==> config.mk <==
export PLATFORM = sky130hd
export DESIGN_NAME = reg_ring_master
export DESIGN_NICKNAME = d
export VERILOG_FILES = /design/src/rtl/reg_ring_master.sv
export SDC_FILE = /design/constraint.sdc
export NUM_CORES = 1
export LEC_CHECK = 0
export ABC_AREA = 1
export CAP_MARGIN = 10
export CORE_UTILIZATION = 39
export CTS_CLUSTER_DIAMETER = 30
export DETAILED_ROUTE_END_ITERATION = 8
export GPL_ROUTABILITY_DRIVEN = 0
export PLACE_DENSITY = 0.8
export SYNTH_ARGS = -nofsm -noshare
export SYNTH_HDL_FRONTEND = slang
export SYNTH_SLANG_ARGS = --single-unit
==> constraint.sdc <==
create_clock -name clk -period 1.7 [get_ports clk]
set_input_delay 0.255 -clock clk [delete_from_list [all_inputs] [get_ports clk]]
set_output_delay 0.255 -clock clk [all_outputs]
set_load 0.02 [all_outputs]
==> src/rtl/reg_ring_master.sv <==
// Register-ring master: issues one request at the ring head, waits for the
// matching word at the ring tail (or a timeout) and reports completion to the core.
`ifndef UDP_REG_ADDR_WIDTH
`define UDP_REG_ADDR_WIDTH 23
`endif
`ifndef CPCI_NF2_DATA_WIDTH
`define CPCI_NF2_DATA_WIDTH 32
`endif

module reg_ring_master #(
  parameter int UDP_REG_SRC_WIDTH = 2,
  parameter int SRC_ID            = 0,
  parameter int TIMEOUT           = 64
) (
  input  logic                            clk,
  input  logic                            reset_n,
  input  logic                            core_req,
  input  logic                            core_rd_wr_L,
  input  logic [`UDP_REG_ADDR_WIDTH-1:0]  core_addr,
  input  logic [`CPCI_NF2_DATA_WIDTH-1:0] core_wr_data,
  output logic                            core_rdy,
  output logic                            core_done,
  output logic [`CPCI_NF2_DATA_WIDTH-1:0] core_rd_data,
  output logic                            core_nack,
  output logic                            core_timeout,
  output logic                            reg_req_out,
  output logic                            reg_ack_out,
  output logic                            reg_rd_wr_L_out,
  output logic [`UDP_REG_ADDR_WIDTH-1:0]  reg_addr_out,
  output logic [`CPCI_NF2_DATA_WIDTH-1:0] reg_data_out,
  output logic [UDP_REG_SRC_WIDTH-1:0]    reg_src_out,
  input  logic                            reg_req_in,
  input  logic                            reg_ack_in,
  input  logic                            reg_rd_wr_L_in,
  input  logic [`UDP_REG_ADDR_WIDTH-1:0]  reg_addr_in,
  input  logic [`CPCI_NF2_DATA_WIDTH-1:0] reg_data_in,
  input  logic [UDP_REG_SRC_WIDTH-1:0]    reg_src_in
);

  localparam int AW = `UDP_REG_ADDR_WIDTH;
  localparam int DW = `CPCI_NF2_DATA_WIDTH;
  localparam logic [7:0]                   CNT_LAST     = 8'(TIMEOUT - 1);
  localparam logic [UDP_REG_SRC_WIDTH-1:0] SRC_TAG      = UDP_REG_SRC_WIDTH'(SRC_ID);
  localparam logic [DW-1:0]                TIMEOUT_DATA = DW'(32'hdead_beef);

  typedef enum logic [1:0] {S_IDLE, S_ISSUE, S_WAIT, S_RESP} state_t;

  state_t                       state_q, state_d;
  logic [7:0]                   cnt_q, cnt_d;
  logic                         rdy_q, rdy_d;
  logic                         done_q, done_d;
  logic [DW-1:0]                rd_data_q, rd_data_d;
  logic                         nack_q, nack_d;
  logic                         tmo_q, tmo_d;
  logic                         req_out_q, req_out_d;
  logic                         rdwr_out_q, rdwr_out_d;
  logic [AW-1:0]                addr_out_q, addr_out_d;
  logic [DW-1:0]                data_out_q, data_out_d;
  logic [UDP_REG_SRC_WIDTH-1:0] src_out_q, src_out_d;
  logic                         ret_hit;

  // The master is the ring terminus: tail address and direction carry no information for it.
  logic unused_tail;
  assign unused_tail = ^{reg_rd_wr_L_in, reg_addr_in};

  assign ret_hit = reg_req_in && (reg_src_in == SRC_TAG);

  always_comb begin
    state_d    = state_q;
    cnt_d      = cnt_q;
    done_d     = 1'b0;
    rd_data_d  = rd_data_q;
    nack_d     = nack_q;
    tmo_d      = tmo_q;
    req_out_d  = 1'b0;
    rdwr_out_d = rdwr_out_q;
    addr_out_d = addr_out_q;
    data_out_d = '0;
    src_out_d  = src_out_q;
    case (state_q)
      S_IDLE: begin
        if (core_req) begin
          state_d    = S_ISSUE;
          req_out_d  = 1'b1;
          rdwr_out_d = core_rd_wr_L;
          addr_out_d = core_addr;
          data_out_d = core_wr_data;
          src_out_d  = SRC_TAG;
        end
      end
      S_ISSUE: begin
        state_d = S_WAIT;
        cnt_d   = '0;
      end
      S_WAIT: begin
        // A return on the final counted cycle still beats the timeout.
        if (ret_hit) begin
          state_d   = S_RESP;
          done_d    = 1'b1;
          rd_data_d = reg_data_in;
          nack_d    = !reg_ack_in;
          tmo_d     = 1'b0;
        end else if (cnt_q == CNT_LAST) begin
          state_d   = S_RESP;
          done_d    = 1'b1;
          rd_data_d = TIMEOUT_DATA;
          nack_d    = 1'b0;
          tmo_d     = 1'b1;
        end else begin
          cnt_d = cnt_q + 8'd1;
        end
      end
      S_RESP:  state_d = S_IDLE;
      default: state_d = S_IDLE;
    endcase
    rdy_d = (state_d == S_IDLE);
  end

  always_ff @(posedge clk or negedge reset_n) begin
    if (!reset_n) begin
      state_q    <= S_IDLE;
      cnt_q      <= '0;
      rdy_q      <= 1'b1;
      done_q     <= 1'b0;
      rd_data_q  <= '0;
      nack_q     <= 1'b0;
      tmo_q      <= 1'b0;
      req_out_q  <= 1'b0;
      rdwr_out_q <= 1'b0;
      addr_out_q <= '0;
      data_out_q <= '0;
      src_out_q  <= '0;
    end else begin
      state_q    <= state_d;
      cnt_q      <= cnt_d;
      rdy_q      <= rdy_d;
      done_q     <= done_d;
      rd_data_q  <= rd_data_d;
      nack_q     <= nack_d;
      tmo_q      <= tmo_d;
      req_out_q  <= req_out_d;
      rdwr_out_q <= rdwr_out_d;
      addr_out_q <= addr_out_d;
      data_out_q <= data_out_d;
      src_out_q  <= src_out_d;
    end
  end

  assign core_rdy        = rdy_q;
  assign core_done       = done_q;
  assign core_rd_data    = rd_data_q;
  assign core_nack       = nack_q;
  assign core_timeout    = tmo_q;
  assign reg_req_out     = req_out_q;
  assign reg_ack_out     = 1'b0;
  assign reg_rd_wr_L_out = rdwr_out_q;
  assign reg_addr_out    = addr_out_q;
  assign reg_data_out    = data_out_q;
  assign reg_src_out     = src_out_q;

endmodule

==> impl_metrics.py <==
metrics = {
    "outcome": {
        "status": "complete, no violations",
    },
    "timing": {
        "period_share_pct": 95.56,
        "setup_tns_ns": 0,
        "fin_hold_ws_ns": 0.3749,
        "slew_viol_final": 0,
        "fin_ws_ns": 0.07555,
        "hold_viol_final": 0,
        "skew_ns": 0.01294,
        "max_freq_ghz": 0.6156,
        "rsz0062_at_grt": "no",
        "final-setup-viol-count": 0,
        "period_minus_slack_ns": 1.624,
    },
    "floorplan": {
        "fp.dieArea_mm2": 0.01092,
        "start_util_pct": 40.04,
        "rows": 37,
        "die_y_um": 104.5,
        "die_w_um": 104.5,
        "io_pins": 215,
        "design.core.area_mm2": 0.01023,
    },
    "pwr": {
        "p_leak_uw": 0.003073,
        "vdd_ir_drop_max_mv": 1.009,
        "power_density_mw_per_mm2": 1552,
    },
    "worst_setup_path": {
        "path_delay_family": "buffers and inverters",
        "crit_required_ns": 1.44,
        "end_kind": "output port",
        "critPathBufInv": 1,
        "crit_fanout": 2,
        "crit_type": "flip-flop to output port",
        "arrival_ns": 1.37,
        "worst_setup_path_start_kind": "flip-flop",
        "critPathSlowestCell": "clkdlybuf4s50_1",
        "max_stage_delay_ns": 0.64,
        "path_cells": "clkdlybuf4s50_1",
    },
    "clock_network": {
        "cts_made_buffers": 9,
        "cts_root_buffer": "clkbuf_8",
        "postCtsSetupRepairBufs": 0,
        "cts_sinks": 103,
        "cts_tree": "yes",
        "clk-insertion-delay-late_ns": 0.36,
        "htree_num_levels": 3,
        "clk_pin_slew_ns": 0.10,
        "clockBufferDepth": 2,
    },
    "logic_synthesis": {
        "synth_area_per_cell_um2": 9.331,
        "synthFlopType": "dfrtp_1",
        "ys_seq_area_share_pct": 62.95,
        "ys_seq_elements": 103,
        "synth_cell_types": 23,
        "synthCells": 439,
        "synthArstFlopShare_pct": 100.0,
        "synth-warning-count": 0,
        "syn_area_mm2": 0.004096,
        "synth-edff-count": 0,
    },
    "layout": {
        "diodes": 0,
        "syn_to_final_growth_pct": 55.65,
        "final_cell_area_mm2": 0.006376,
        "nets": 757,
        "finalNonFillerCells": 775,
        "seq_area_mm2": 0.002579,
        "fillCellCount": 823,
        "drive_gt1_share_pct": 11.74,
        "multiInputGateArea_mm2": 0.001241,
    },
    "route": {
        "drc_errors": 0,
        "antenna_left": 0,
        "vias_per_cell": 4.505,
        "drt-initial-drc-count": 138,
        "wl_per_cell_um": 12.96,
        "drt-pass1-iter-count": 4,
        "via_count": 3491,
        "drt_wl_total_um": 10040,
    },
    "global_routing": {
        "grtUsageTotal_pct": 19.40,
        "grt_pass1_vias": 3600,
        "grt_use_met2_pct": 32.40,
        "grt_pass1_wl_um": 16870,
        "grt_max_degree": 40,
        "grt.overflow.total": 0,
        "use_met1_pct": 23.27,
        "use_met3_pct": 5.138,
        "antenna_found_initial": 0,
        "busiest_layer": "met2",
    },
    "placement": {
        "io_buffers": 187,
        "placed_cell_area_mm2": 0.006153,
        "dp_hpwl_um": 7558,
        "dp_slack_ns": 0.06147,
        "place_inst": 758,
    },
    "job": {
        "drv_cap": 0,
    },
    "min_path": {
        "hold_path_class": "input port to asynchronous set/reset pin",
    },
}
report_power, final:
group / internal (uW) / switching, uW / leakage [uW]
logic: 2110 / 2410 / 0.00168
registers: 3310 / 466 / 0.00129
clock network: 743 / 862 / 0.000108
total: 6160 / 3740 / 0.00307
kinds of logic after synthesis:
| group | share of synthesized area [%] |
|---|---|
| compound gates | 1.099 |
| xor+xnor | 0.2138 |
| fa+ha+maj | 1.222 |
| buf+inv | 7.055 |
| flops | 62.95 |
| other cells | 0.09154 |
| simple gates | 27.37 |
path summary, 6_finish.rpt:
path	depth (start not counted)	slack (ns)	startpoint	end
hold reg to reg	2	0.48	reg_addr_out[1]$_DFFE_PN0P_	reg_addr_out[1]$_DFFE_PN0P_
max in group asynchronous	3	0.68	reset_n	core_rdy$_DFF_PN1_
setup / recovery	1	0.08	core_rd_data[22]$_DFFE_PN0P_	core_rd_data[22]
hold / removal	2	0.37	reset_n	core_done$_DFF_PN0_
min in group clk	3	0.39	core_wr_data[19]	reg_data_out[19]$_DFF_PN0_
setup reg to reg	8	0.18	cnt_q[0]$_DFFE_PN0P_	core_rd_data[0]$_DFFE_PN0P_
metrics by stage:
stage / power [uW] / util [%]
2_1_floorplan: 6040 / -
3_3_place_gp: 8211 / 60.14
3_5_place_dp: 8373 / 60.14
4_1_cts: 10010 / 62.30
5_1_grt: 10540 / 62.32
6_report: 9896 / 62.32
synth_stat cells, types with 2 or more instances:
cell | count | area share, %
a21oi_1 | 2 | 0.24
buf_1 | 4 | 0.37
buf_12 | 2 | 0.98
buf_2 | 4 | 0.49
buf_4 | 4 | 0.73
clkbuf_1 | 4 | 0.37
clkinv_1 | 2 | 0.18
dfrtp_1 | 102 | 62
ha_1 | 4 | 1.2
inv_1 | 43 | 3.9
nand2_1 | 120 | 11
nand3_1 | 20 | 2.4
nor2_1 | 74 | 6.8
nor2_2 | 40 | 6.1
nor3b_1 | 2 | 0.37
o21ai_0 | 4 | 0.49
o21bai_1 | 2 | 0.37
repair_timing:
| action | 4_1_cts | 5_1_grt |
|---|---|---|
| pin swaps | 0 | 0 |
| gates resized for setup | 1 | 1 |
| setup endpoints to repair | 1 | 5 |
| hold endpoints to repair | 32 | 0 |
| hold buffers | 1 | 0 |
registers in the layout, summed over array words and instances, names as in the netlist:
register	count
core_nack	1
reg_addr_out	23
core_done	1
core_rdy	1
cnt_q	8
reg_data_out	32
reg_req_out	1
core_rd_data	32
core_timeout	1
reg_rd_wr_L_out	1
state_q	2
routing by layer:
layer,wire (um),part of all wire [%],vias up
met1,4035,40,1629
li1,-,-,1687
met2,4880,49,150
met3,798,7.9,25
met5,0,0,-
met4,330,3.3,0
cells in the final DEF, fill, tap and decap left out, types with 4 or more instances in the layout:
| cell type | count |
|---|---|
| clkdlybuf4s50_1 | 185 |
| nand2_1 | 118 |
| dfrtp_1 | 102 |
| nor2_1 | 74 |
| inv_1 | 43 |
| nor2_2 | 40 |
| nand3_1 | 20 |
| clkbuf_8 | 10 |
| buf_4 | 10 |
| o21ai_0 | 4 |
| ha_1 | 4 |
area by class of cell:
cell class                      count  area share (%)
Clock inverter                      6           1.158
Multi-Input combinational cell    275           19.47
Inverter                           45           2.649
Clock buffer                       10           2.159
Tap cell                          136           2.669
Timing Repair Buffer              200           31.46
Sequential cell                   103           40.44
No activity file was read; power rests on OpenSTA's default activity.
==> RTL change: new RTL, same flow settings <==
`CPCI_NF2_DATA_WIDTH`: 32 -> 64.
--- a/src/rtl/reg_ring_master.sv
+++ b/src/rtl/reg_ring_master.sv
@@ -5,5 +5,5 @@
 `endif
 `ifndef CPCI_NF2_DATA_WIDTH
-`define CPCI_NF2_DATA_WIDTH 32
+`define CPCI_NF2_DATA_WIDTH 64
 `endif
 
Ports: changed (resized core_rd_data, core_wr_data, reg_data_in and reg_data_out); port bits go from 215 to 343. The function was not compared with the original's and may differ.
==> RTL change against the unedited design <==
  * Area after synthesis increased by 56%
  * Non-clock buffer count rose by 136
  * Sequential cell count increased by 64
  * Total power rose by 68%
  * Largest power group unchanged
  * Final cell count up 59%
  * Routed wire length up 78%
  * Largest cell class unchanged
  * Worst setup slack worse by 0.034 ns
  * Final area up 65%
==> RTL change: results <==
[outcome]
status = finished clean

[timing]
fin_skew_ns = 0.0108
slew_headroom = 0.662
whs_ns = 0.344
fmax_mhz = 603

[layout]
drive_above_1_share = 0.0631
num-fill-cells = 1287
fin_nets = 1188

[grt]
use_met3 = 0.0886
grt_max_degree = 51
grt_pass1_wl_mm = 27.1
antenna_found_initial = 0
use_met2 = 0.371
grt_pass1_vias = 5486
grtUsageTotal = 0.212
grt_util_met1 = 0.231

[placed_design]
portBuffers = 315
place_area_mm2 = 0.00989
dp_hpwl_mm = 13.1
post-place-ws_ns = 0.0414

[clock_network]
numCtsBuffers = 17
cts_max_level = 4
clk_latency_ns = 0.42
cts-root-buf = clkbuf_16
clk_pin_slew_ns = 0.07

[power_and_ir_drop]
ir_drop_mv = 0.878
p_leak_nw = 5.35

[min_path]
hold_path_class = primary input to flip-flop
holdPathStages = 3

[route]
drt_first_iter_violations = 200
dr.pass1.iters = 4
wl_met2_mm = 9.05
wl_met1_mm = 6.67
dr_wl_met3_mm = 1.84
wirelength_mm = 17.9
via_count = 5617
top_layer_used = met4

[worst_setup_path]
max_stage_delay_ns = 0.63
cp-endpoint = reg_addr_out[20]
cp-startpoint = reg_addr_out[20]
cp_data_arrival_time_ns = 1.40
cp_top_family = buffers and inverters
r2r_end = core_rd_data[38]
reg2regPathDepth = 7

[yosys]
yosysSeqAreaShare = 0.656
synth_area_leaders = dfrtp_1 (65%), nand2_1 (12%), nand3_1 (6.0%)
synth_edf_count = 0
yosys-top-cells-count = nand2_1 (206), dfrtp_1 (166), nand3_1 (76)
-- RTL change: cell count changes in the layout (fill, tap and decap cells not counted), moves of 28 or more --
cell             before  now
inv_1                43   73
nand2_1             118  204
nand3_1              20   76
dfrtp_1             102  166
nor2_2               40    2
clkdlybuf4s50_1     185  294
o21ai_1               0   28
-- RTL change: layout make-up --
class / count / area (µm²) / area share
Sequential cell: 167 / 4180 / 0.398
Timing Repair Buffer: 336 / 3460 / 0.329
Multi-Input combinational cell: 402 / 1720 / 0.164
Clock buffer: 20 / 447 / 0.0425
Inverter: 77 / 289 / 0.0275
Tap cell: 216 / 270 / 0.0257
Clock inverter: 12 / 140 / 0.0133
-- RTL change: kinds of logic after synthesis --
family / synth area share
AOI/OAI and AO/OA: 0.0261
xor gates and xnor gates: 0.00137
adders and majority gates: 0.00785
buffers and inverters: 0.0760
DFF: 0.656
other: 0.000588
and+or+nand+nor: 0.232
-- RTL change: where the power goes --
group	leakage, nW	total [mW]	switching [mW]	internal, mW
clock	0.284	3.85	1.61	2.23
sequential	2.14	5.98	0.657	5.32
combinational	2.93	6.85	3.66	3.19
-- RTL change: tightest hold or removal path, cell delays in order --
cell and delay (ns):
clkdlybuf4s50_1 0.39, inv_1 0.05, nor2_1 0.03
-- RTL change: timing repair --
action / in CTS / in global routing
resized for setup: 9 / 12
hold endpoints to repair: 44 / 0
hold buffers: 1 / 0
setup endpoints to repair: 9 / 13
-- RTL change: metrics by stage --
| step | util | cells |
|---|---|---|
| 3_3_place_gp | 0.620 | 1197 |
| 4_1_cts | 0.657 | 1230 |
| 2_1_floorplan | - | 683 |
| 3_5_place_dp | 0.620 | 1197 |
| 5_1_grt | 0.659 | 1230 |
| 6_report | 0.659 | 1230 |
